`config.mk`:
```
export PLATFORM = sky130hd
export DESIGN_NAME = fetch_buffer
export DESIGN_NICKNAME = d
export VERILOG_FILES = /design/src/rtl/fetch_pkg.sv /design/src/rtl/fetch_buf_mem.sv /design/src/rtl/fetch_buffer.sv
export SDC_FILE = /design/constraint.sdc
export NUM_CORES = 1
export LEC_CHECK = 0
export ABC_AREA = 1
export CAP_MARGIN = 20
export CORE_AREA = 2 2 147 149
export CTS_BUF_LIST = sky130_fd_sc_hd__clkbuf_4 sky130_fd_sc_hd__clkbuf_8
export DETAILED_ROUTE_END_ITERATION = 7
export DIE_AREA = 0 0 149 151
export GPL_ROUTABILITY_DRIVEN = 0
export PLACE_DENSITY = 0.76
export SLEW_MARGIN = 20
export SYNTH_ARGS = -nofsm -noshare
export SYNTH_HDL_FRONTEND = slang
export SYNTH_SLANG_ARGS = --single-unit
```
`constraint.sdc`:
```
create_clock -name clk_i -period 3.98 [get_ports clk_i]
set_input_delay 0.597 -clock clk_i [delete_from_list [all_inputs] [get_ports clk_i]]
set_output_delay 0.597 -clock clk_i [all_outputs]
set_load 0.005 [all_outputs]
```
`src/rtl/fetch_pkg.sv`:
```
// Shared constants and helpers for the instruction prefetch buffer.
// Imported by fetch_buffer and fetch_buf_mem.
package fetch_pkg;

  localparam int DEFAULT_DEPTH = 4;
  localparam int DEFAULT_WIDTH = 32;

  // addi x0, x0, 0 -- presented to decode whenever the buffer is empty
  localparam logic [31:0] NOP_INSTR = 32'h00000013;

  function automatic int ptr_width(input int depth);
    return (depth > 1) ? $clog2(depth) : 1;
  endfunction

endpackage

```
`src/rtl/fetch_buf_mem.sv`:
```
// Storage array for the prefetch buffer: synchronous write, asynchronous read.
// No reset; entries are only observed once the pointer logic marks them valid.
module fetch_buf_mem
  import fetch_pkg::*;
#(
  parameter int DEPTH = DEFAULT_DEPTH,
  parameter int DW    = 2 * DEFAULT_WIDTH,
  parameter int AW    = ptr_width(DEPTH)
) (
  input  logic          clk_i,
  input  logic          we_i,
  input  logic [AW-1:0] waddr_i,
  input  logic [DW-1:0] wdata_i,
  input  logic [AW-1:0] raddr_i,
  output logic [DW-1:0] rdata_o
);

  logic [DW-1:0] mem_q [DEPTH];

  always_ff @(posedge clk_i) begin
    if (we_i) begin
      mem_q[waddr_i] <= wdata_i;
    end
  end

  assign rdata_o = mem_q[raddr_i];

endmodule

```
`src/rtl/fetch_buffer.sv`:
```
// Show-ahead instruction prefetch FIFO between fetch and the IF/ID register.
// Optional same-cycle empty bypass enabled by defining FETCH_BUF_BYPASS_EN.
module fetch_buffer
  import fetch_pkg::*;
#(
  parameter int DEPTH = DEFAULT_DEPTH,
  parameter int WIDTH = DEFAULT_WIDTH
) (
  input  logic                   clk_i,
  input  logic                   reset,
  input  logic                   flush_i,
  input  logic                   push_valid_i,
  output logic                   push_ready_o,
  input  logic [WIDTH-1:0]       push_instr_i,
  input  logic [WIDTH-1:0]       push_pc_i,
  input  logic                   pop_ready_i,
  output logic                   pop_valid_o,
  output logic [WIDTH-1:0]       pop_instr_o,
  output logic [WIDTH-1:0]       pop_pc_o,
  output logic [$clog2(DEPTH):0] count_o
);

  localparam int PW = ptr_width(DEPTH);
  localparam int CW = $clog2(DEPTH) + 1;
  localparam logic [CW-1:0]    FULL_CNT = CW'(DEPTH);
  localparam logic [WIDTH-1:0] NOP_W    = WIDTH'(NOP_INSTR);

  logic [PW-1:0]      wr_ptr_q, wr_ptr_d;
  logic [PW-1:0]      rd_ptr_q, rd_ptr_d;
  logic [CW-1:0]      count_q, count_d;
  logic [2*WIDTH-1:0] head_data;
  logic               empty;
  logic               push_fire;
  logic               pop_fire;
  logic               byp_consume;
  logic               wr_en;

  assign empty        = (count_q == '0);
  assign push_ready_o = (count_q != FULL_CNT);
  assign push_fire    = push_valid_i && push_ready_o;
  // Pop of a stored entry; a bypassed entry never touches the pointers
  assign pop_fire     = pop_ready_i && !empty;
  assign count_o      = count_q;

`ifdef FETCH_BUF_BYPASS_EN
  assign byp_consume = empty && push_fire && pop_ready_i;
`else
  assign byp_consume = 1'b0;
`endif

  assign wr_en = push_fire && !byp_consume && !flush_i;

  fetch_buf_mem #(
    .DEPTH (DEPTH),
    .DW    (2 * WIDTH),
    .AW    (PW)
  ) u_mem (
    .clk_i   (clk_i),
    .we_i    (wr_en && !reset),
    .waddr_i (wr_ptr_q),
    .wdata_i ({push_instr_i, push_pc_i}),
    .raddr_i (rd_ptr_q),
    .rdata_o (head_data)
  );

  always_comb begin
    pop_valid_o = !empty;
    pop_instr_o = empty ? NOP_W : head_data[2*WIDTH-1:WIDTH];
    pop_pc_o    = empty ? '0    : head_data[WIDTH-1:0];
`ifdef FETCH_BUF_BYPASS_EN
    if (empty && push_fire) begin
      pop_valid_o = 1'b1;
      pop_instr_o = push_instr_i;
      pop_pc_o    = push_pc_i;
    end
`endif
  end

  always_comb begin
    wr_ptr_d = wr_ptr_q;
    rd_ptr_d = rd_ptr_q;
    count_d  = count_q;
    if (wr_en) begin
      wr_ptr_d = wr_ptr_q + PW'(1);
    end
    if (pop_fire) begin
      rd_ptr_d = rd_ptr_q + PW'(1);
    end
    case ({wr_en, pop_fire})
      2'b10:   count_d = count_q + CW'(1);
      2'b01:   count_d = count_q - CW'(1);
      default: count_d = count_q;
    endcase
    if (flush_i) begin
      wr_ptr_d = '0;
      rd_ptr_d = '0;
      count_d  = '0;
    end
  end

  always_ff @(posedge clk_i) begin
    if (reset) begin
      wr_ptr_q <= '0;
      rd_ptr_q <= '0;
      count_q  <= '0;
    end else begin
      wr_ptr_q <= wr_ptr_d;
      rd_ptr_q <= rd_ptr_d;
      count_q  <= count_d;
    end
  end

endmodule

```
# Word-level counts from Yosys, hierarchy flattened

Memory sizes are Yosys's and may differ from the RTL's. A register that Yosys moved wholly into a read port is not among the register bits.
Cells that the tools add are included.
Widths: inputs -> output; s select.

RAM bits: 256
Word-level logic and storage cells: 28
Bits of input ports: 69
Memories kept: 1
Output and inout bits: 69
Register bits: 7

Memories:

| memory      | words | width | rd ports | clocked after memory_dff | write ports | line                | text |
|---|---|---|---|---|---|---|---|
| u_mem.mem_q | 4     | 64    | 1        | 1                        | 1           | fetch_buf_mem.sv:18 | `logic [DW-1:0] mem_q [DEPTH];` |

Reductions and logical operators: 10
Equal/unequal tests: 3
Multiplexer cells: 7
Add/subtract/negate cells: 4

Operators by type and width:

| kind                | count |
|---|---|
| $mux 32             | 2 |
| $pmux 3 s2          | 1 |
| $add 2x1->2 const B | 2 |
| $logic_and 1x1->1   | 4 |
| $mux 2              | 2 |
| $add 3x1->3 const B | 1 |
| $logic_not 1->1     | 3 |
| $logic_not 3->1     | 1 |
| $ne 3x3->1 const B  | 1 |
| $sub 3x1->3 const B | 1 |
| $eq 2x1->1 const B  | 1 |
| $eq 2x2->1 const B  | 1 |
| $mux 1              | 2 |
| $reduce_bool 2->1   | 1 |
| $reduce_or 2->1     | 1 |

# Logic depth before layout (Yosys ltp)

Depth after elaboration: 6
Mapped depth: 13
Gate-level depth less buffers: 13

# Hierarchy

A second synthesis with hierarchy kept.

Cell total of the unflattened synthesis: 1200
Area, all modules: 11687.5 µm²

Modules (own cells, without submodules):

| module        | instances | sequential area each (µm²) | cells each | area each (µm²) |
|---|---|---|---|---|
| fetch_buf_mem | 1         | 7687.4                     | 1010       | 10761.6 |
| fetch_buffer  | 1         | 140.1                      | 190        | 925.9 |

# Worst setup path before layout

No wires, ideal clock.

Path type: input -> register
Start: input flush_i
End: memory u_mem.mem_q[0][0] (netlist name) (enable)
Library setup time: 486 ps
Path slack: -173 ps
Cell stages on the path: 5
Arrival time: 3666 ps
Required time: 3494 ps
Path through: inv_1 -> nand2_1 -> inv_1 -> nand3_1 -> nor2_1

Cells in the longest elaborated chain, start to end: 5

RTL lines:

| item                         | line                | text |
|---|---|---|
| start, declared              | fetch_buffer.sv:11  | `input logic flush_i,` |
| $logic_not 1->1              | fetch_buffer.sv:51  | `assign wr_en = push_fire && !byp_consume && !flush_i;` |
| $logic_and 1x1->1            | fetch_buffer.sv:51  |  |
| $logic_and 1x1->1            | fetch_buffer.sv:59  | `.we_i (wr_en && !reset),` |
| $mux 1                       | fetch_buf_mem.sv:21 | `if (we_i) begin` |
| $mux 1 (implied by the code) | fetch_buf_mem.sv:22 | `mem_q[waddr_i] <= wdata_i;` |
| end, declared                | fetch_buf_mem.sv:18 |  |

No other way between the ends.

==> metrics.txt <==
R2R cell count 5; Worst path max stage delay 0.66 ns; IO buf count 137; worst r2r src count_o[1]; Pins Over Slew Limit 0; core box area 20800 µm²; Setup Skew 0.00874 ns; clock root cell clkbuf_8; total CTS buffers 42; CP endpoint pop_instr_o[14]; DP Area 12000 µm²; Die Height 151 µm; via count 6718; DRC Markers 0; PwrDens 441 nW/µm²; WP data required 3.38 ns; reg2reg end u_mem.mem_q[3][23]; Worst Setup Start Kind flop; DR iter-0 viols 455; Fillers 1632; FF+latch count, synth 265; Final Hold Fails 0; first-pass GRT wire length 33.7 mm; most common cell after layout, fill and taps aside edfxtp_1; setup violators final 0; unrepaired setup endpoints after global routing no; DRT Pass-1 Iters 5; CTS tree built; post-CTS sizing 0; Fin Hold WS 0.498 ns; Clock Sinks 265; crit path capture type output pin; final WL 21.8 mm; Clk Latency, worst-skew pair 0.52 ns; H-tree depth 2; CTS Buffer Depth 3; f_max 288 MHz; fin util 61.7%; Period minus WS final 3.47 ns; area occupied by multi-input gates 2200 µm²; Initial Util 50.1%; GRT Total Usage 19.4%; via count of the first global-routing pass 6600; Slowest cell on crit path dfxtp_4; cells after synthesis 828; R2R Setup Slk 1.89 ns; Clock Pin Slew Worst Setup and Hold Paths 0.06 ns; Rows 53; Relative slew margins 45.7%; Detail Route Antenna Nets 0; post-route cell area 12800 µm²; Post-CTS Hold Fix Bufs 0; gr ovfl total 0; Synth cell types 17; die area 22500 µm²; area grow syn2layout 23.0%; top cells by area, synth edfxtp_1 (74%), nor2_1 (9.2%), o21ai_0 (5.8%); io pins 138; Slew @ Worst Pin 0.814 ns; post-CTS setup buffers 0; post-synth top area cell edfxtp_1; setup TNS 0 ns; share of cells above drive strength 1 9.08%; Peak VDD IR 436 µV; drt wl/cell 16.9 µm; Yosys warning count 0; chip width 149 µm; most frequent cells in the layout edfxtp_1 (256), nor2_1 (252), clkdlybuf4s50_1 (137); nets 1055; final cycle utilization of the critical path 87.3%; largest net degree at the start of global routing 71; Worst Setup Path Type flop to output pin; worst hold path type flop to flop; Worst EP arrival 2.88 ns; Post-Syn Area 10400 µm²; maxcap violations 0; antenna violations before repair 0; status finished, final reports clean; hpwl dp 12.6 mm; register area share after synthesis 75.4%; P_leak 4.38 nW; critical path, cell by cell clkinv_2, buf_4, o21ai_0, a21oi_1, clkdlybuf4s50_1; Register Area 7870 µm²; Synth Area per Inst 12.6 µm²; syn_nets 903; crit-path max FO 46; routed vias/inst 5.21; Synth top area share 73.6%
metrics by stage:
stage / instances / setup slack (ns) / power [mW]
6_report: 1289 / 0.507 / 5.66
3_3_place_gp: 1211 / 1.08 / 3.51
2_1_floorplan: 828 / -0.173 / 3.30
5_1_grt: 1288 / 0.259 / 5.87
4_1_cts: 1288 / 0.444 / 5.72
3_5_place_dp: 1211 / 1.01 / 3.52
critical path, delay by kind of cell, from the launching register on:
family	cells	cell delay, ns
buf+inv	3	1.34
flops	1	0.66
compound gates	2	0.32
worst min-delay path by stage:
stage | depth (start not counted) | slack, ns | start | to
after floorplan | 2 | 0.46 | rd_ptr_q[1] | flop
after global placement | 2 | 0.49 | rd_ptr_q[1] | flop
after detailed placement | 2 | 0.49 | rd_ptr_q[1] | flop
after CTS | 2 | 0.50 | rd_ptr_q[1] | flop
after global routing | 2 | 0.54 | wr_ptr_q[0] | wr_ptr_q[0]
final | 2 | 0.50 | rd_ptr_q[1] | flop
cells by family after synthesis:
| kind of cell | after synthesis | share of synthesized area (%) |
|---|---|---|
| and+or+nand+nor | 291 | 10.5 |
| adders and majority gates | 6 | 0.791 |
| DFF | 265 | 75.4 |
| buffers and inverters | 68 | 3.82 |
| AOI/OAI and AO/OA | 198 | 9.49 |
state kept, by name, indices dropped and copies added, names as in the netlist, named ones only:
| name | flops |
|---|---|
| u_mem.mem_q | 256 |
| count_o | 3 |
| rd_ptr_q | 2 |
| wr_ptr_q | 2 |
routing by layer:
metal / global-route usage, % / wire length [µm] / share of wire (%)
met5: 0 / 0 / 0
met4: 6.38 / 411 / 1.9
met3: 4.34 / 1840 / 8.4
met2: 32.1 / 10500 / 48
met1: 25.9 / 9050 / 41
cells in the mapped netlist:
cell type  count
nor2_1       256
clkbuf_1      10
o21ai_0      122
edfxtp_1     256
fa_1           1
nand3_1        6
inv_2          3
a21oi_1       71
o21ai_1        5
buf_4          2
buf_1          6
dfxtp_1        9
nand2_1       29
buf_2         13
inv_1         18
buf_6         16
ha_1           5
cell type report:
class	count	share of cell area [%]
sequential	265	61.3
timing repair buffer	155	11.8
tap	275	2.68
clock inverter	20	0.857
antenna	1	0.0195
multi-input combinational	495	17.2
clock buffer	57	5.52
inverter	21	0.624
report_power, final:
group	internal, mW	switching, mW	total [mW]
combinational	0.171	0.177	0.348
clock	1.22	0.987	2.21
sequential	3.09	0.0125	3.11
total	4.49	1.18	5.66
Power figures use the tool's default switching activity.
